[src/rtl/wb_line_master_pkg.sv]
// Shared types and width helpers for the Wishbone cache-line master.
package wb_line_master_pkg;

    localparam int unsigned WB_ADDR_W = 32;

    typedef enum logic [2:0] {
        ST_IDLE,
        ST_WB_REQ,
        ST_FILL_REQ,
        ST_BACKOFF,
        ST_RESP
    } state_e;

    function automatic int unsigned sel_width(input int unsigned data_w);
        return data_w / 8;
    endfunction

    function automatic int unsigned ofs_bits(input int unsigned data_w);
        return $clog2(data_w / 8);
    endfunction

endpackage

[src/rtl/wb_line_master_xfer_timer.sv]
// Per-transfer retry and wait counters; flags are registered off the next count.
module wb_line_master_xfer_timer #(
    parameter int unsigned MAX_RETRY = 4,
    parameter int unsigned TIMEOUT   = 255
) (
    input  logic clk,
    input  logic rst,
    input  logic retry_clr_i,
    input  logic retry_inc_i,
    input  logic wait_clr_i,
    input  logic wait_inc_i,
    output logic retry_exhausted_o,
    output logic wait_expired_o
);

    localparam int unsigned RETRY_W = $clog2(MAX_RETRY + 2);
    localparam int unsigned WAIT_W  = 16;

    logic [RETRY_W-1:0] retry_q, retry_d;
    logic [WAIT_W-1:0]  wait_q, wait_d;

    always_comb begin
        retry_d = retry_q;
        wait_d  = wait_q;
        if (retry_clr_i) begin
            retry_d = '0;
        end else if (retry_inc_i) begin
            retry_d = retry_q + RETRY_W'(1);
        end
        if (wait_clr_i) begin
            wait_d = '0;
        end else if (wait_inc_i) begin
            wait_d = wait_q + WAIT_W'(1);
        end
    end

    // Expired marks the last allowed strobe cycle, so stb stays high exactly TIMEOUT cycles.
    always_ff @(posedge clk or posedge rst) begin
        if (rst) begin
            retry_q           <= '0;
            wait_q            <= '0;
            retry_exhausted_o <= 1'b0;
            wait_expired_o    <= 1'b0;
        end else begin
            retry_q           <= retry_d;
            wait_q            <= wait_d;
            retry_exhausted_o <= (retry_d == RETRY_W'(MAX_RETRY));
            wait_expired_o    <= (wait_d == WAIT_W'(TIMEOUT - 1));
        end
    end

endmodule

[src/rtl/wb_line_master.sv]
// Wishbone B4 classic master: optional victim writeback, then line fill, with retry/timeout.
module wb_line_master
    import wb_line_master_pkg::*;
#(
    parameter int unsigned CACHE_WIDTH = 128,
    parameter int unsigned MAX_RETRY   = 4,
    parameter int unsigned TIMEOUT     = 255
) (
    input  logic                                clk,
    input  logic                                rst,
    input  logic                                req_valid,
    output logic                                req_ready,
    input  logic [WB_ADDR_W-1:0]                req_fill_addr,
    input  logic                                req_wb,
    input  logic [WB_ADDR_W-1:0]                req_wb_addr,
    input  logic [CACHE_WIDTH-1:0]              req_wb_data,
    output logic                                resp_valid,
    output logic [CACHE_WIDTH-1:0]              resp_data,
    output logic                                resp_err,
    output logic [WB_ADDR_W-1:0]                wb_adr_o,
    output logic [CACHE_WIDTH-1:0]              wb_dat_o,
    input  logic [CACHE_WIDTH-1:0]              wb_dat_i,
    output logic                                wb_we_o,
    output logic [sel_width(CACHE_WIDTH)-1:0]   wb_sel_o,
    output logic                                wb_stb_o,
    output logic                                wb_cyc_o,
    input  logic                                wb_ack_i,
    input  logic                                wb_err_i,
    input  logic                                wb_rty_i
);

    localparam int unsigned SEL_WIDTH = sel_width(CACHE_WIDTH);
    localparam int unsigned OFS_BITS  = ofs_bits(CACHE_WIDTH);
    localparam logic [WB_ADDR_W-1:0] ADR_MASK =
        ~((WB_ADDR_W'(1) << OFS_BITS) - WB_ADDR_W'(1));

    state_e state_q, state_d, resume_q, resume_d;
    logic [WB_ADDR_W-1:0]   fill_adr_q, fill_adr_d, vic_adr_q, vic_adr_d, adr_d;
    logic [CACHE_WIDTH-1:0] vic_dat_q, vic_dat_d, dat_d, resp_data_d;
    logic [SEL_WIDTH-1:0]   sel_d;
    logic resp_err_d, cyc_d, we_d, resp_valid_d, ready_d;
    logic retry_clr_c, retry_inc_c, wait_clr_c, wait_inc_c;
    logic retry_exhausted, wait_expired;

    wb_line_master_xfer_timer #(
        .MAX_RETRY (MAX_RETRY),
        .TIMEOUT   (TIMEOUT)
    ) u_timer (
        .clk               (clk),
        .rst               (rst),
        .retry_clr_i       (retry_clr_c),
        .retry_inc_i       (retry_inc_c),
        .wait_clr_i        (wait_clr_c),
        .wait_inc_i        (wait_inc_c),
        .retry_exhausted_o (retry_exhausted),
        .wait_expired_o    (wait_expired)
    );

    // Next-state, captured request fields and next values of the registered outputs.
    always_comb begin
        state_d     = state_q;
        resume_d    = resume_q;
        fill_adr_d  = fill_adr_q;
        vic_adr_d   = vic_adr_q;
        vic_dat_d   = vic_dat_q;
        resp_data_d = resp_data;
        resp_err_d  = resp_err;
        retry_clr_c = 1'b0;
        retry_inc_c = 1'b0;
        wait_clr_c  = 1'b0;
        wait_inc_c  = 1'b0;

        case (state_q)
            ST_IDLE: begin
                if (req_valid) begin
                    fill_adr_d  = req_fill_addr & ADR_MASK;
                    vic_adr_d   = req_wb_addr & ADR_MASK;
                    vic_dat_d   = req_wb_data;
                    state_d     = req_wb ? ST_WB_REQ : ST_FILL_REQ;
                    retry_clr_c = 1'b1;
                    wait_clr_c  = 1'b1;
                end
            end
            ST_WB_REQ, ST_FILL_REQ: begin
                if (wb_err_i) begin
                    state_d    = ST_RESP;
                    resp_err_d = 1'b1;
                end else if (wb_ack_i) begin
                    if (state_q == ST_WB_REQ) begin
                        // One idle bus cycle separates writeback from fill.
                        state_d     = ST_BACKOFF;
                        resume_d    = ST_FILL_REQ;
                        retry_clr_c = 1'b1;
                    end else begin
                        state_d     = ST_RESP;
                        resp_data_d = wb_dat_i;
                        resp_err_d  = 1'b0;
                    end
                end else if (wb_rty_i) begin
                    if (retry_exhausted) begin
                        state_d    = ST_RESP;
                        resp_err_d = 1'b1;
                    end else begin
                        retry_inc_c = 1'b1;
                        resume_d    = state_q;
                        state_d     = ST_BACKOFF;
                    end
                end else if (wait_expired) begin
                    state_d    = ST_RESP;
                    resp_err_d = 1'b1;
                end else begin
                    wait_inc_c = 1'b1;
                end
            end
            ST_BACKOFF: begin
                state_d    = resume_q;
                wait_clr_c = 1'b1;
            end
            ST_RESP: begin
                state_d = ST_IDLE;
            end
            default: begin
                state_d = ST_IDLE;
            end
        endcase

        cyc_d        = (state_d == ST_WB_REQ) || (state_d == ST_FILL_REQ);
        we_d         = (state_d == ST_WB_REQ);
        sel_d        = cyc_d ? '1 : '0;
        adr_d        = (state_d == ST_WB_REQ)   ? vic_adr_d  :
                       (state_d == ST_FILL_REQ) ? fill_adr_d : wb_adr_o;
        dat_d        = (state_d == ST_WB_REQ)   ? vic_dat_d  : wb_dat_o;
        resp_valid_d = (state_d == ST_RESP);
        ready_d      = (state_d == ST_IDLE);
    end

    always_ff @(posedge clk or posedge rst) begin
        if (rst) begin
            state_q    <= ST_IDLE;
            resume_q   <= ST_IDLE;
            fill_adr_q <= '0;
            vic_adr_q  <= '0;
            vic_dat_q  <= '0;
            req_ready  <= 1'b1;
            resp_valid <= 1'b0;
            resp_err   <= 1'b0;
            resp_data  <= '0;
            wb_cyc_o   <= 1'b0;
            wb_stb_o   <= 1'b0;
            wb_we_o    <= 1'b0;
            wb_adr_o   <= '0;
            wb_dat_o   <= '0;
            wb_sel_o   <= '0;
        end else begin
            state_q    <= state_d;
            resume_q   <= resume_d;
            fill_adr_q <= fill_adr_d;
            vic_adr_q  <= vic_adr_d;
            vic_dat_q  <= vic_dat_d;
            req_ready  <= ready_d;
            resp_valid <= resp_valid_d;
            resp_err   <= resp_err_d;
            resp_data  <= resp_data_d;
            wb_cyc_o   <= cyc_d;
            wb_stb_o   <= cyc_d;
            wb_we_o    <= we_d;
            wb_adr_o   <= adr_d;
            wb_dat_o   <= dat_d;
            wb_sel_o   <= sel_d;
        end
    end

endmodule

[config.mk]
export PLATFORM = sky130hd
export DESIGN_NAME = wb_line_master
export DESIGN_NICKNAME = d
export VERILOG_FILES = /design/src/rtl/wb_line_master_pkg.sv /design/src/rtl/wb_line_master_xfer_timer.sv /design/src/rtl/wb_line_master.sv
export SDC_FILE = /design/constraint.sdc
export NUM_CORES = 1
export LEC_CHECK = 0
export ABC_AREA = 1
export BUFFER_PORTS_ARGS = -buffer_cell sky130_fd_sc_hd__buf_2
export CORE_AREA = 2 2 249 251
export DETAILED_ROUTE_END_ITERATION = 8
export DIE_AREA = 0 0 251 253
export PLACE_DENSITY = 0.6
export SKIP_CTS_REPAIR_TIMING = 1
export SLEW_MARGIN = 5
export SYNTH_ARGS = -nofsm -noshare
export SYNTH_HDL_FRONTEND = slang
export SYNTH_SLANG_ARGS = --single-unit
[constraint.sdc]
create_clock -name clk -period 52.6 [get_ports clk]
set_input_delay 7.89 -clock clk [delete_from_list [all_inputs] [get_ports clk]]
set_output_delay 7.89 -clock clk [all_outputs]
set_load 0.01 [all_outputs]
# Word level (Yosys, flattened, before mapping)
# Index checks and enable logic that the tools add are counted.
dict set report op_classes {
  n_div 0
  add_sub_neg 2
  mux 48
  bitwise_logic 2
  n_eq_ne 12
  magnitude_cmp 0
  n_mul 0
  shifts 0
  reduce_logical 10
}
# operator n
set op_table {}
lappend op_table {{two-way mux 128 bit} 2}
lappend op_table {{two-way mux 32 bit} 6}
lappend op_table {{two-way mux 16 bit} 3}
lappend op_table {{two-way mux 3 bit} 13}
lappend op_table {{two-way mux 1 bit} 20}
lappend op_table {{adder 16 x 1 -> 16 bit (second input constant)} 1}
lappend op_table {{equality test 16 x 8 -> 1 bit (second input constant)} 1}
lappend op_table {{equality test 3 x 2 -> 1 bit (second input constant)} 3}
lappend op_table {{case mux 3 bit (3 select lines)} 1}
lappend op_table {{AND reduction 4 bit} 2}
lappend op_table {{equality test 3 x 1 -> 1 bit (second input constant)} 2}
lappend op_table {{equality test 3 bit (second input constant)} 2}
lappend op_table {{zero test 3 bit} 2}
lappend op_table {{AND reduction 5 bit} 1}
lappend op_table {{inequality test 4 x 3 -> 1 bit (second input constant)} 1}
lappend op_table {{case mux 1 bit (2 select lines)} 2}
lappend op_table {{nonzero test 2 bit} 2}
lappend op_table {{nonzero test 4 bit} 1}
lappend op_table {{adder 3 x 1 -> 3 bit (second input constant)} 1}
lappend op_table {{inequality test 3 bit (second input constant)} 1}
lappend op_table {{two-way mux 2 bit} 1}
lappend op_table {{inequality test 2 x 1 -> 1 bit (second input constant)} 1}
lappend op_table {{inequality test 2 bit (second input constant)} 1}
lappend op_table {{NOT 1 bit} 2}
lappend op_table {{other kinds (2)} 2}
dict set report word_totals {
  reg_bits 528
  output_inout_bits 310
  n_memories 0
  romBits 0
  latchBits 0
  input_bits 327
  mem_bits_rw 0
  wordCells 92
}

# Logic depth before layout (Yosys ltp)
# Gate-level depths: netlist of the first run.
dict set report logic_depth {
  ltp_word 8
  mapped_depth 13
  depth_no_buf 13
}

# Cells and area by module
# From an unflattened synthesis of the first run, not the netlist that was laid out.
dict set report hier_totals {
  hier_cells 2320
  area_unflattened_um2 20183.1
}
# mod instances seq_area_each_um2 area_per_inst_um2 cells_each
set modules_own_cells {}
lappend modules_own_cells {wb_line_master 1 12288.0 18960.7 2158}
lappend modules_own_cells {wb_line_master_xfer_timer 1 525.5 1222.4 162}

# Least setup slack after synthesis of the first run
# No wires, ideal clock.
dict set report synth_timing {
  path_type {input port to flip-flop}
  startpoint {in wb_ack_i}
  endpoint {reg wb_adr_o[11]}
  setup_ns 0.124
  path_buffers 2
  required_time_ns 52.476
  arrival_ns 9.049
  path_slack_ns 43.426
  path_stages 12
  path_cell_list {inv_1 > nor2_1 > nand2_1 > o21ai_0 > nand2_1 > nand3b_4 > nor2_4 > nand2_2 > buf_4 > buf_2 > nand3_1 > nand3_1}
}
dict set report synth_via {
  elab_chain_cells 5
  word_cells_on_any_way 7
  classes_between {eq/ne (2); mux (4); reduce/logical (1)}
}
# element line
set synth_lines {}
lappend synth_lines {{start: declaration} wb_line_master.sv:27} ;# input logic wb_ack_i,
lappend synth_lines {{two-way mux 3 bit *} wb_line_master.sv:88} ;# end else if (wb_ack_i) begin
lappend synth_lines {{two-way mux 3 bit *} wb_line_master.sv:85} ;# if (wb_err_i) begin
lappend synth_lines {{case mux 3 bit (3 select lines) *} wb_line_master.sv:73} ;# case (state_q)
lappend synth_lines {{equality test 3 x 1 -> 1 bit or equality test 3 x 2 -> 1 bit (tied branches)} {wb_line_master.sv:130, wb_line_master.sv:131}}
lappend synth_lines {{two-way mux 32 bit or nonzero test 2 bit (tied branches)} --}
lappend synth_lines {{end signal: assignment} wb_line_master.sv:167} ;# wb_adr_o <= adr_d;
lappend synth_lines {{end: declaration} wb_line_master.sv:20} ;# output logic [WB_ADDR_W-1:0] wb_adr_o,
# Mark *: on every way between the ends. The rest lies on a longest branch, timed or not.
# A chain may end at the register's enable or synchronous reset.

# Worst setup path after layout of the first run
dict set report layout_timing {
  startpoint {in req_valid}
  endpoint {reg wb_adr_o[30]}
}
dict set report layout_via {
  elab_chain_cells 4
  word_cells_on_any_way 11
  classes_between {eq/ne (2); mux (8); reduce/logical (1)}
}
# element line
set layout_lines {}
lappend layout_lines {{start: declaration} wb_line_master.sv:11} ;# input logic req_valid,
lappend layout_lines {{two-way mux 3 bit *} wb_line_master.sv:75} ;# if (req_valid) begin
lappend layout_lines {{case mux 3 bit (3 select lines) *} wb_line_master.sv:73}
lappend layout_lines {{named net state_d[0]} wb_line_master.sv:37} ;# state_e state_q, state_d, resume_q, resume_d;
lappend layout_lines {{equality test 3 x 1 -> 1 bit or equality test 3 x 2 -> 1 bit (tied branches)} {wb_line_master.sv:130, wb_line_master.sv:131}}
lappend layout_lines {{two-way mux 32 bit or nonzero test 2 bit (tied branches)} --}
# Mark *: on every way through the listed nets, which the timed path passes. The rest lies on a longest branch. The select of a mux whose other input is x is not followed.

==> tab_implementation.tex, run 1 <==
\begin{tabular}{lr}
\hline
Metric & Value \\
\hline
\multicolumn{2}{l}{\textbf{Run status}} \\
Run status & completed \\
\multicolumn{2}{l}{\textbf{Placed design}} \\
Final estimated routing congestion in global placement & 0.810 \\
Quantity of I/O buffers inserted on ports & 628 \\
HPWL after DPL & 41.2 mm \\
\multicolumn{2}{l}{\textbf{Setup path}} \\
Endpoint of the worst register-to-register path & wb\_adr\_o[30]\$\_DFFE\_PP0P\_ \\
Startpoint type of the worst setup path & input pin \\
Worst Path Max Fanout & 98 \\
Sequence of cells on the critical path & buf\_2 > nand3\_4 > inv\_6 > a21oi\_1 > nand3\_2 > nand2\_8 > inv\_4 > buf\_4 > buf\_4 > nand2\_1 > nand3\_1 \\
Crit path DAT & 12020 ps \\
Critical path buffers and inverters & 5 \\
Worst setup slack for register-to-register paths & 47850 ps \\
Data required time of the worst path & 53130 ps \\
Slowest-stage cell, CP & sky130\_fd\_sc\_hd\_\_buf\_4 \\
CP most frequent cell & sky130\_fd\_sc\_hd\_\_buf\_4 \\
Worst-case reg-to-reg path depth & 11 \\
Reg2Reg Launch Point & state\_q[0]\$\_DFF\_PP0\_ \\
Family with the most delay on the worst path & buffers and inverters \\
Critical path's largest stage delay & 720 ps \\
Kind of critical path & in -> reg \\
Worst setup EP type & flop \\
\multicolumn{2}{l}{\textbf{Final layout}} \\
Area of the multi-input gates & 6570 um2 \\
Storage cell area & 12800 um2 \\
Share of layout cells above drive strength 1 & 0.254 \\
Filler Cells Inserted & 6244 \\
Utilization of the core after routing & 0.422 \\
NumNets Final & 3243 \\
Area growth from synthesis to final layout & 27.3\% \\
\multicolumn{2}{l}{\textbf{Timing}} \\
Transition time of the tightest slew-check pin & 1020 ps \\
Final worst-path cycle share & 0.218 \\
Max Slew Vio Count & 0 \\
Final hold vios & 0 \\
RSZ-0062 raised after global routing & false \\
Max-slew headroom at the worst pin & 0.322 \\
Final sum of negative setup slack & 0 ps \\
Count of endpoints failing setup in the final report & 0 \\
Maximum clock frequency & 87.0 MHz \\
Worst Skew & 23.6 ps \\
Min Clock Period, post-route & 11490 ps \\
\multicolumn{2}{l}{\textbf{Detailed routing}} \\
Mean number of vias per cell & 4.47 \\
Number of DRC markers after the initial detailed-route iteration & 1054 \\
Vias post-DR & 16800 \\
Wire per inst & 16.3 um \\
Post-Route WL & 61.5 mm \\
Number of routed nets with antenna violations & 0 \\
Residual DRC & 0 \\
Detailed-router iteration count before antenna repair & 7 \\
\multicolumn{2}{l}{\textbf{Global routing}} \\
Via count of the first global-routing pass & 16000 \\
Pin count of the biggest net entering global routing & 171 \\
Number of antenna violations at the first check in global routing & 24 \\
Remaining Overflow, GRT & 0 \\
Global-route wire length before repair & 93.3 mm \\
Global-route usage over all layers & 0.188 \\
\multicolumn{2}{l}{\textbf{Power}} \\
Pwr dens & 62.1 nW/um2 \\
Max rail drop VDD & 0.0289 mV \\
Leakage dissipation & 14.9 nW \\
Net Sw Frac & 0.384 \\
Clock power share & 0.248 \\
Sequential share of power & 0.397 \\
Cell internal pwr & 0.000987 W \\
Combinational Power Share & 0.354 \\
Net Sw Power & 0.000614 W \\
\multicolumn{2}{l}{\textbf{Die}} \\
Core Area & 61000 um2 \\
Count of standard-cell rows & 91 \\
Die Area & 63500 um2 \\
Vertical die dimension & 253 um \\
Width of the chip & 251 um \\
Initial core utilization & 0.332 \\
Top-level I/O count & 637 \\
\multicolumn{2}{l}{\textbf{Synth}} \\
Syn Std Cell Area & 20300 um2 \\
Synthesized-area fraction occupied by and/or/nand/nor cells & 0.315 \\
Portion of netlist area occupied by mux cells & 0 \\
Main combinational cell family by area after synthesis & simple AND/OR/NAND/NOR gates \\
Adder and majority gate portion of the synthesized area & 0.00124 \\
FF+latch count, synth & 512 \\
Count of different cell masters after synthesis & 33 \\
Compound-Gate Fraction of Synth Area & 0.00538 \\
Top cells by area, synth & sky130\_fd\_sc\_hd\_\_dfrtp\_1 (63\%), sky130\_fd\_sc\_hd\_\_nand2\_1 (27\%), sky130\_fd\_sc\_hd\_\_nand3\_1 (2.2\%) \\
Area share of the largest cell type after synthesis & 0.631 \\
Cells after synthesis & 2349 \\
XOR/XNOR share of the synthesized area & 0.00130 \\
Sequential-to-total area share from yosys stat & 0.633 \\
Cell taking the most area after synthesis & sky130\_fd\_sc\_hd\_\_dfrtp\_1 \\
Syn nets & 2678 \\
Average size of a mapped cell & 8.62 um2 \\
Synth warn & 0 \\
\multicolumn{2}{l}{\textbf{Run}} \\
Max Cap Viol & 0 \\
\multicolumn{2}{l}{\textbf{Clock tree}} \\
Clock tree from TritonCTS & built \\
Clock slew seen by the registers of the worst setup and hold paths & 60 ps \\
Number of CTS-inserted buffers & 56 \\
Number of levels the H-tree was split into & 2 \\
Total clock sinks & 512 \\
Later-pin clock latency in the skew report & 610 ps \\
Maximum number of buffers from clock root to sink & 3 \\
CTS Root Buffer Type & sky130\_fd\_sc\_hd\_\_clkbuf\_16 \\
\multicolumn{2}{l}{\textbf{Min path}} \\
Min-Delay Startpoint & fill\_adr\_q[3]\$\_DFF\_PP0\_ \\
End point of the most critical hold path & fill\_adr\_q[3]\$\_DFF\_PP0\_ \\
Worst hold path cell count & 2 \\
Type of the worst min-delay path & reg -> reg \\
\hline
\end{tabular}
==> cell type report <==
cell class / instances / share of cell area
clock inverters: 24 / 0.0114
diodes: 13 / 0.00126
inverters: 57 / 0.00898
multi-input cells: 1645 / 0.255
repair buffers: 642 / 0.127
flip-flops and latches: 512 / 0.497
clock buffers: 79 / 0.0612
well taps: 790 / 0.0383
==> worst reg2reg max path, stage by stage, from the launching register on <==
cell                      delay [ps]
sky130_fd_sc_hd__dfrtp_1         410
sky130_fd_sc_hd__nor2_2          220
sky130_fd_sc_hd__nand3_4         420
sky130_fd_sc_hd__inv_6           490
sky130_fd_sc_hd__a21oi_1         140
sky130_fd_sc_hd__nand3_2         260
sky130_fd_sc_hd__nand2_8         450
sky130_fd_sc_hd__inv_4           430
sky130_fd_sc_hd__buf_4           710
sky130_fd_sc_hd__buf_4           800
sky130_fd_sc_hd__nand2_1         210
sky130_fd_sc_hd__nand3_1         120
==> registers in the layout (all words and copies together) (netlist names), 16 cells and up <==
| signal | count |
|---|---|
| fill_adr_q | 32 |
| resp_data | 128 |
| u_timer.wait_q | 16 |
| vic_adr_q | 32 |
| vic_dat_q | 128 |
| wb_adr_o | 32 |
| wb_dat_o | 128 |
==> per-stage QoR <==
stage | total power (W) | area, um2 | hold slack (ps) | cells | setup WS, ps
global route | 0.00172 | 25800 | 472 | 3756 | 40670
finish | 0.00160 | 25800 | 461 | 3762 | 41110
floorplan | 0.000998 | 20300 | 431 | 2349 | 30410
global placement | 0.00121 | 23900 | 446 | 3646 | 40350
detailed placement | 0.00122 | 23900 | 448 | 3646 | 40350
CTS | 0.00163 | 25700 | 465 | 3749 | 41000
==> placed cells by master (no fill, tap or decap), types with 2 or more instances in the layout <==
| cell | count |
|---|---|
| sky130_fd_sc_hd__nand2_1 | 1435 |
| sky130_fd_sc_hd__buf_2 | 628 |
| sky130_fd_sc_hd__dfrtp_1 | 511 |
| sky130_fd_sc_hd__nand3_1 | 89 |
| sky130_fd_sc_hd__clkbuf_16 | 56 |
| sky130_fd_sc_hd__inv_1 | 50 |
| sky130_fd_sc_hd__nand4_1 | 37 |
| sky130_fd_sc_hd__nor2_1 | 36 |
| sky130_fd_sc_hd__clkbuf_1 | 14 |
| sky130_fd_sc_hd__diode_2 | 13 |
| sky130_fd_sc_hd__buf_4 | 12 |
| sky130_fd_sc_hd__clkinv_2 | 11 |
| sky130_fd_sc_hd__clkbuf_8 | 9 |
| sky130_fd_sc_hd__nor3_1 | 7 |
| sky130_fd_sc_hd__o21ai_0 | 7 |
| sky130_fd_sc_hd__a21oi_1 | 6 |
| sky130_fd_sc_hd__bufinv_16 | 5 |
| sky130_fd_sc_hd__inv_6 | 4 |
| sky130_fd_sc_hd__nand3_2 | 3 |
| sky130_fd_sc_hd__nor2_2 | 2 |
| sky130_fd_sc_hd__inv_4 | 2 |
| sky130_fd_sc_hd__nor2_4 | 2 |
| sky130_fd_sc_hd__inv_2 | 2 |
| sky130_fd_sc_hd__o21bai_1 | 2 |
| sky130_fd_sc_hd__and2_1 | 2 |
| sky130_fd_sc_hd__xor2_1 | 2 |
| sky130_fd_sc_hd__nand3b_1 | 2 |
| sky130_fd_sc_hd__ha_1 | 2 |
| sky130_fd_sc_hd__clkinvlp_4 | 2 |
| sky130_fd_sc_hd__clkinv_4 | 2 |
| sky130_fd_sc_hd__buf_12 | 2 |
==> Yosys cell counts, drive strengths merged <==
library cell	n
nand2	1438
xor2	2
a31oi	1
and2	2
buf	90
clkinv	1
o21ai	8
a21oi	6
nand4	37
ha	2
nand3	93
nor4	1
o21bai	2
nand3b	3
dfstp	1
o22ai	1
inv	56
clkbuf	45
xnor2	1
nor3	7
a21o	1
dfrtp	511
nor2	40
==> power by group through the flow <==
stage	clock, W	combinational, W	sequential [W]
global route	0.000425	0.000643	0.000656
CTS	0.000410	0.000579	0.000637
finish	0.000398	0.000567	0.000637
floorplan	0	0.000315	0.000683
detailed placement	0	0.000578	0.000640
global placement	0	0.000572	0.000636
==> how the worst max path moves through the flow <==
stage / start / endpoint / slack [ps] / depth (start not counted)
2_1_floorplan: rst / fill_adr_q[0]$_DFF_PP0_ / 30410 / 1
3_3_place_gp: req_valid / wb_adr_o[20]$_DFFE_PP0P_ / 40350 / 11
3_5_place_dp: req_valid / wb_adr_o[30]$_DFFE_PP0P_ / 40350 / 11
4_1_cts: req_valid / wb_adr_o[30]$_DFFE_PP0P_ / 41000 / 11
5_1_grt: req_valid / wb_adr_o[30]$_DFFE_PP0P_ / 40670 / 11
6_report: req_valid / wb_adr_o[30]$_DFFE_PP0P_ / 41110 / 11
==> cell families after synthesis <==
logic type,count (synthesis)
DFF,512
buffers and inverters,192
and+or+nand+nor,1621
adders and majority gates,2
xor gates and xnor gates,3
AOI/OAI and AO/OA,19
==> metal layers <==
| metal | GRT usage | routed length, um | up-vias |
|---|---|---|---|
| li1 | - | - | 8335 |
| met1 | 0.234 | 25600 | 7872 |
| met2 | 0.307 | 28900 | 494 |
| met3 | 0.0584 | 4770 | 115 |
| met4 | 0.0689 | 2080 | 16 |
| met5 | 0 | 98 | - |
Note: power is estimated with default switching activity, not from simulation.
==> inputs of run 2 (changes only) <==
PLACE_DENSITY = 0.62   (was 0.6)
clock period = 9.3 ns   (was 52.6 ns; I/O delays follow)
==> run 2 against run 1 <==
Critical path depth down 1. Sequential power rose to 5.7 times the previous value. Sequential share of layout area about the same. Routed wire length up 0.37%.
==> tab_implementation.tex, run 2 (synthesis results as in run 1) <==
\begin{tabular}{lr}
\hline
Metric & Value \\
\hline
\multicolumn{2}{l}{\textbf{Setup path}} \\
Worst setup EP type & flop \\
Sequence of cells on the critical path & buf\_2 > nand3\_4 > inv\_6 > a21oi\_1 > nand3\_2 > nand2\_8 > inv\_4 > buf\_4 > nand2\_1 > nand3\_1 \\
Critical path's largest stage delay & 850 ps (+130 ps) \\
Kind of critical path & in -> reg \\
Critical path buffers and inverters & 4 (-1) \\
Slowest-stage cell, CP & sky130\_fd\_sc\_hd\_\_inv\_4 \\
Startpoint type of the worst setup path & input pin \\
Count of cell instances traversed by the critical path & 10 (-1) \\
Crit path DAT & 5720 ps (-6300 ps) \\
Reg2Reg Launch Point & state\_q[0]\$\_DFF\_PP0\_ \\
Start point of the critical path & req\_valid \\
Family with the most delay on the worst path & buffers and inverters \\
Data required time of the worst path & 9820 ps (-43310 ps) \\
Worst-case reg-to-reg path depth & 10 (-1) \\
Worst Path Max Fanout & 99 (+1.0\%) \\
\multicolumn{2}{l}{\textbf{Run}} \\
Max Cap Viol & 0 (unchanged) \\
\multicolumn{2}{l}{\textbf{Final layout}} \\
Share of layout cells above drive strength 1 & 0.254 (+0.000682) \\
Fin area & 25800 um2 (about the same) \\
Most common library cell in the layout ignoring fill and taps & sky130\_fd\_sc\_hd\_\_nand2\_1 \\
Area growth from synthesis to final layout & 27.4\% (about the same) \\
Number of standard cells in the layout, taps in and fillers out & 3753 (-0.24\%) \\
Filler Cells Inserted & 6212 (-0.51\%) \\
Registers with the most flip-flops & resp\_data (128), vic\_dat\_q (128), wb\_dat\_o (128) \\
Commonest cells after routing, fill and taps aside & sky130\_fd\_sc\_hd\_\_nand2\_1 (1435), sky130\_fd\_sc\_hd\_\_buf\_2 (628), sky130\_fd\_sc\_hd\_\_dfrtp\_1 (511) \\
NumNets Final & 3243 (unchanged) \\
\multicolumn{2}{l}{\textbf{Detailed routing}} \\
Vias post-DR & 16900 (+0.59\%) \\
Residual DRC & 0 (unchanged) \\
Number of routed nets with antenna violations & 0 (unchanged) \\
Wire per inst & 16.4 um (+0.61\%) \\
Detailed-router iteration count before antenna repair & 5 (-2) \\
Post-Route WL & 61.7 mm (+0.37\%) \\
Mean number of vias per cell & 4.51 (+0.84\%) \\
Number of DRC markers after the initial detailed-route iteration & 1118 (+6.1\%) \\
\multicolumn{2}{l}{\textbf{Timing}} \\
Count of endpoints failing setup in the final report & 0 (unchanged) \\
Final sum of negative setup slack & 0 ps (unchanged) \\
Maximum clock frequency & 192 MHz \\
RSZ-0062 raised after global routing & false \\
Transition time of the tightest slew-check pin & 955 ps (-62.4 ps) \\
WHS & 462 ps (+1.07 ps) \\
Max-slew headroom at the worst pin & 0.363 (+0.0416) \\
Final worst-path cycle share & 0.559 \\
Final hold vios & 0 (unchanged) \\
Max Slew Vio Count & 0 (unchanged) \\
Min Clock Period, post-route & 5200 ps \\
Worst Skew & 13.7 ps (-9.84 ps) \\
\multicolumn{2}{l}{\textbf{Die}} \\
Width of the chip & 251 um (unchanged) \\
Initial core utilization & 0.332 (unchanged) \\
Vertical die dimension & 253 um (unchanged) \\
Core Area & 61000 um2 (unchanged) \\
Die Area & 63500 um2 (unchanged) \\
Top-level I/O count & 637 (unchanged) \\
Count of standard-cell rows & 91 (unchanged) \\
\multicolumn{2}{l}{\textbf{Clock tree}} \\
Later-pin clock latency in the skew report & 600 ps (about the same) \\
Number of levels the H-tree was split into & 2 (unchanged) \\
CTS Root Buffer Type & sky130\_fd\_sc\_hd\_\_clkbuf\_16 \\
Clock slew seen by the registers of the worst setup and hold paths & 60 ps (about the same) \\
Clock tree from TritonCTS & built \\
Maximum number of buffers from clock root to sink & 3 (unchanged) \\
Number of CTS-inserted buffers & 55 (-1.8\%) \\
Total clock sinks & 512 (unchanged) \\
\multicolumn{2}{l}{\textbf{Power}} \\
Cell internal pwr & 0.00562 W (+470\%) \\
Leakage dissipation & 14.9 nW (+0.10\%) \\
Max rail drop VDD & 0.262 mV (+810\%) \\
Clock power share & 0.249 (about the same) \\
Net Sw Power & 0.00348 W (+470\%) \\
Sequential share of power & 0.396 (about the same) \\
Combinational Power Share & 0.356 (+0.002) \\
Net Sw Frac & 0.383 (-0.00103) \\
Pwr dens & 353 nW/um2 (+470\%) \\
\multicolumn{2}{l}{\textbf{Placed design}} \\
Cell area after placement & 23900 um2 (about the same) \\
Quantity of I/O buffers inserted on ports & 628 (unchanged) \\
HPWL after DPL & 41.9 mm (+1.6\%) \\
Final estimated routing congestion in global placement & 0.807 (-0.37\%) \\
Placed Cells incl. Taps & 3647 (+0.027\%) \\
\multicolumn{2}{l}{\textbf{Min path}} \\
Worst hold path cell count & 2 (unchanged) \\
Type of the worst min-delay path & reg -> reg \\
Min-Delay Startpoint & vic\_adr\_q[2]\$\_DFF\_PP0\_ \\
\multicolumn{2}{l}{\textbf{Global routing}} \\
Via count of the first global-routing pass & 16500 (+2.8\%) \\
Remaining Overflow, GRT & 0 (unchanged) \\
Global-route wire length before repair & 93.8 mm (+0.50\%) \\
Pin count of the biggest net entering global routing & 165 (-3.5\%) \\
Global-route usage over all layers & 0.188 (+0.000230) \\
Number of antenna violations at the first check in global routing & 18 (-25\%) \\
\multicolumn{2}{l}{\textbf{Run status}} \\
Run status & completed \\
\hline
\end{tabular}
run 2: final timing paths:
kind	slack (ps)	to
setup / recovery	4100	wb_adr_o[22]$_DFFE_PP0P_
max in group asynchronous	6360	wb_dat_o[69]$_DFFE_PP0N_
hold / removal	460	vic_adr_q[2]$_DFF_PP0_
hold reg to reg	460	vic_adr_q[2]$_DFF_PP0_
setup reg to reg	4420	wb_adr_o[22]$_DFFE_PP0P_
min in group asynchronous	920	resp_data[107]$_DFFE_PP0P_
run 2: per-stage QoR:
stage          setup slack (ps)   util  power (W)
2_1_floorplan               953      -    0.00565
3_3_place_gp               3330  0.391    0.00684
3_5_place_dp               3290  0.391    0.00690
4_1_cts                    3960  0.422    0.00922
5_1_grt                    3650  0.423    0.00978
6_report                   4100  0.423    0.00910
run 2: area by class of cell:
cell class              count  area [um2]  area share
inverters                  57         228     0.00883
flip-flops and latches    512       12800       0.497
diodes                      8        20.0    0.000776
well taps                 790         988      0.0383
multi-input cells        1645        6570       0.255
clock buffers              80        1640      0.0636
repair buffers            643        3290       0.128
clock inverters            18         244     0.00946
run 2: worst register-to-register path: stages, from the launching register on:
cell and delay (ps):
sky130_fd_sc_hd__dfrtp_1 410, sky130_fd_sc_hd__nor2_2 220, sky130_fd_sc_hd__nand3_4 600, sky130_fd_sc_hd__inv_6 790
sky130_fd_sc_hd__a21oi_1 180, sky130_fd_sc_hd__nand3_2 270, sky130_fd_sc_hd__nand2_8 460, sky130_fd_sc_hd__inv_4 880
sky130_fd_sc_hd__buf_4 690, sky130_fd_sc_hd__nand2_1 200, sky130_fd_sc_hd__nand3_1 120
run 2: power groups by stage:
| stage | clock network [W] | logic, W | registers (W) |
|---|---|---|---|
| 2_1_floorplan | 0 | 0.00178 | 0.00386 |
| 5_1_grt | 0.00241 | 0.00366 | 0.00371 |
| 6_report | 0.00226 | 0.00324 | 0.00360 |
| 3_3_place_gp | 0 | 0.00324 | 0.00360 |
| 4_1_cts | 0.00233 | 0.00329 | 0.00360 |
| 3_5_place_dp | 0 | 0.00329 | 0.00362 |
run 2: metal layers:
metal / routed length, um / vias to the layer above / global-route usage / part of all wire
li1: - / 8310 / - / -
met1: 25400 / 7940 / 0.234 / 0.41
met2: 29500 / 560 / 0.312 / 0.48
met3: 4680 / 114 / 0.0531 / 0.076
met4: 2040 / 8 / 0.0677 / 0.033
met5: 48 / - / 0 / 0.00078
==> inputs of run 3 (changes only) <==
clock period = 4.5 ns   (was 9.3 ns; I/O delays follow)
==> run 3 against run 2 <==
Worst hold slack lost 200 ps. Combinational power up 110%. Global-route usage rose by 0.33 points.
==> tab_implementation.tex, run 3 (synthesis results as in run 1) <==
\begin{tabular}{lr}
\hline
Metric & Value \\
\hline
\multicolumn{2}{l}{\textbf{Die}} \\
Count of standard-cell rows & 91 (unchanged) \\
Die Area & 63500 um2 (unchanged) \\
Vertical die dimension & 253 um (unchanged) \\
Width of the chip & 251 um (unchanged) \\
Top-level I/O count & 637 (unchanged) \\
Core Area & 61000 um2 (unchanged) \\
Initial core utilization & 0.332 (unchanged) \\
\multicolumn{2}{l}{\textbf{Timing}} \\
Worst Skew & 10.2 ps (-3.52 ps) \\
Maximum clock frequency & 373 MHz \\
RSZ-0062 raised after global routing & false \\
Final sum of negative setup slack & 0 ps (unchanged) \\
Max-slew headroom at the worst pin & 0.143 (-0.221) \\
Final hold vios & 0 (unchanged) \\
Post-layout worst setup margin & 1820 ps (-2290 ps) \\
Transition time of the tightest slew-check pin & 1290 ps (+331 ps) \\
Final worst-path cycle share & 0.596 \\
Min Clock Period, post-route & 2680 ps \\
Count of endpoints failing setup in the final report & 0 (unchanged) \\
Max Slew Vio Count & 0 (unchanged) \\
\multicolumn{2}{l}{\textbf{Setup path}} \\
Worst setup EP type & flop \\
CP most frequent cell & sky130\_fd\_sc\_hd\_\_nand3\_1 \\
Worst Path Max Fanout & 30 (-70\%) \\
Critical path buffers and inverters & 3 (-1) \\
Reg2Reg Launch Point & state\_q[2]\$\_DFF\_PP0\_ \\
Crit path DAT & 3160 ps (-2560 ps) \\
Sequence of cells on the critical path & inv\_1 > nand3\_1 > o22ai\_1 > nand3b\_4 > buf\_4 > nand3\_2 > buf\_4 > nand3\_1 > nand3\_1 \\
Kind of critical path & reg -> reg \\
Startpoint type of the worst setup path & flop \\
Family with the most delay on the worst path & simple AND/OR/NAND/NOR gates \\
Data required time of the worst path & 4980 ps (-4840 ps) \\
Start point of the critical path & state\_q[2]\$\_DFF\_PP0\_ \\
Slowest-stage cell, CP & sky130\_fd\_sc\_hd\_\_nand3\_2 \\
Critical path's largest stage delay & 440 ps (-410 ps) \\
\multicolumn{2}{l}{\textbf{Power}} \\
Clock power share & 0.246 (-0.003) \\
Combinational Power Share & 0.359 (+0.003) \\
Max rail drop VDD & 0.456 mV (+74\%) \\
Net Sw Power & 0.00723 W (+110\%) \\
Net Sw Frac & 0.383 (+0.000428) \\
Final Power & 0.0189 W (+110\%) \\
Leakage dissipation & 15.0 nW (+0.60\%) \\
Sequential share of power & 0.395 (about the same) \\
Pwr dens & 726 nW/um2 (+110\%) \\
Cell internal pwr & 0.0116 W (+110\%) \\
\multicolumn{2}{l}{\textbf{Clock tree}} \\
Maximum number of buffers from clock root to sink & 3 (unchanged) \\
Total clock sinks & 512 (unchanged) \\
CTS Root Buffer Type & sky130\_fd\_sc\_hd\_\_clkbuf\_16 \\
Clock slew seen by the registers of the worst setup and hold paths & 60 ps (about the same) \\
Number of CTS-inserted buffers & 54 (-1.8\%) \\
Clock tree from TritonCTS & built \\
Later-pin clock latency in the skew report & 590 ps (about the same) \\
Number of levels the H-tree was split into & 2 (unchanged) \\
\multicolumn{2}{l}{\textbf{Final layout}} \\
Number of standard cells in the layout, taps in and fillers out & 3773 (+0.53\%) \\
Fin area & 26000 um2 (+0.70\%) \\
Filler Cells Inserted & 6159 (-0.85\%) \\
Registers with the most flip-flops & resp\_data (128), vic\_dat\_q (128), wb\_dat\_o (128) \\
Commonest cells after routing, fill and taps aside & sky130\_fd\_sc\_hd\_\_nand2\_1 (1435), sky130\_fd\_sc\_hd\_\_buf\_2 (628), sky130\_fd\_sc\_hd\_\_dfrtp\_1 (511) \\
Share of layout cells above drive strength 1 & 0.259 (+0.00418) \\
Most common library cell in the layout ignoring fill and taps & sky130\_fd\_sc\_hd\_\_nand2\_1 \\
Area growth from synthesis to final layout & 28.3\% \\
NumNets Final & 3256 (+0.40\%) \\
\multicolumn{2}{l}{\textbf{Placed design}} \\
Cell area after placement & 24100 um2 (+0.81\%) \\
Placed Cells incl. Taps & 3661 (+0.38\%) \\
Final estimated routing congestion in global placement & 0.818 (+1.4\%) \\
Quantity of I/O buffers inserted on ports & 628 (unchanged) \\
HPWL after DPL & 42.1 mm (+0.40\%) \\
Pre-CTS setup slack & 1480 ps (-1810 ps) \\
\multicolumn{2}{l}{\textbf{Detailed routing}} \\
Mean number of vias per cell & 4.50 (-0.26\%) \\
Wire per inst & 16.4 um (about the same) \\
Detailed-router iteration count before antenna repair & 5 (unchanged) \\
Number of DRC markers after the initial detailed-route iteration & 1049 (-6.2\%) \\
Number of routed nets with antenna violations & 0 (unchanged) \\
Post-Route WL & 62.0 mm (+0.55\%) \\
Residual DRC & 0 (unchanged) \\
Vias post-DR & 17000 (+0.27\%) \\
\multicolumn{2}{l}{\textbf{Global routing}} \\
Number of antenna violations at the first check in global routing & 20 (+2) \\
Global-route usage over all layers & 0.191 (+0.00333) \\
Via count of the first global-routing pass & 16800 (+1.8\%) \\
Pin count of the biggest net entering global routing & 194 (+18\%) \\
Global-route wire length before repair & 96.0 mm (+2.4\%) \\
Remaining Overflow, GRT & 0 (unchanged) \\
\multicolumn{2}{l}{\textbf{Min path}} \\
Type of the worst min-delay path & in -> async \\
\multicolumn{2}{l}{\textbf{Run status}} \\
Run status & completed \\
\multicolumn{2}{l}{\textbf{Run}} \\
Max Cap Viol & 0 (unchanged) \\
\hline
\end{tabular}
run 3: cell count changes in the layout (fill, tap and decap cells not counted), sizes merged:
cell	previous run	this run
buf	643	657
clkinvlp	2	5
diode	8	10
bufinv	5	4
clkbuf	80	81
inv	56	57
run 3: metrics by stage:
| stage | hold slack [ps] | utilization |
|---|---|---|
| 2_1_floorplan | 431 | - |
| 3_5_place_dp | 452 | 0.395 |
| 6_report | 257 | 0.426 |
| 3_3_place_gp | 444 | 0.395 |
| 4_1_cts | 226 | 0.425 |
| 5_1_grt | 232 | 0.426 |
run 3: power groups by stage:
stage | combinational (W) | sequential [W] | clock, W
after floorplan | 0.00369 | 0.00798 | 0
after global placement | 0.00674 | 0.00745 | 0
after detailed placement | 0.00685 | 0.00750 | 0
after CTS | 0.00687 | 0.00746 | 0.00475
after global routing | 0.00764 | 0.00767 | 0.00496
final | 0.00677 | 0.00746 | 0.00463
run 3: final timing paths:
check	endpoint	slack, ps	cells after the start
max reg2reg	wb_adr_o[10]$_DFFE_PP0P_	1820	9
max	wb_adr_o[10]$_DFFE_PP0P_	1820	9
min	fill_adr_q[30]$_DFF_PP0_	260	2
min reg2reg	fill_adr_q[2]$_DFF_PP0_	460	2
max in group asynchronous	vic_dat_q[94]$_DFF_PP0_	3250	3
min in group clk	resp_data[82]$_DFFE_PP0P_	270	3
run 3: routing by layer:
layer | up-vias | GRT usage | routed length [um]
met5 | - | 0 | 81
met4 | 12 | 0.0747 | 2070
met3 | 112 | 0.0595 | 4800
met2 | 538 | 0.316 | 29600
met1 | 7964 | 0.234 | 25500
li1 | 8352 | - | -
run 3: worst reg2reg max path: stages (launching register included):
cell and delay (ps):
sky130_fd_sc_hd__dfrtp_1 380, sky130_fd_sc_hd__inv_1 210, sky130_fd_sc_hd__nand3_1 210, sky130_fd_sc_hd__o22ai_1 210, sky130_fd_sc_hd__nand3b_4 190, sky130_fd_sc_hd__buf_4 340, sky130_fd_sc_hd__nand3_2 460, sky130_fd_sc_hd__buf_4 380
sky130_fd_sc_hd__nand3_1 110, sky130_fd_sc_hd__nand3_1 80
run 3: cell type report:
class,count,area [um2],area share
Clock inverter,21,234,0.00901
Tap cell,790,988,0.0381
Timing Repair Buffer,657,3490,0.134
Antenna cell,10,25.0,0.000963
Inverter,57,228,0.00877
Multi-Input combinational cell,1645,6570,0.253
Sequential cell,512,12800,0.493
Clock buffer,81,1630,0.0629
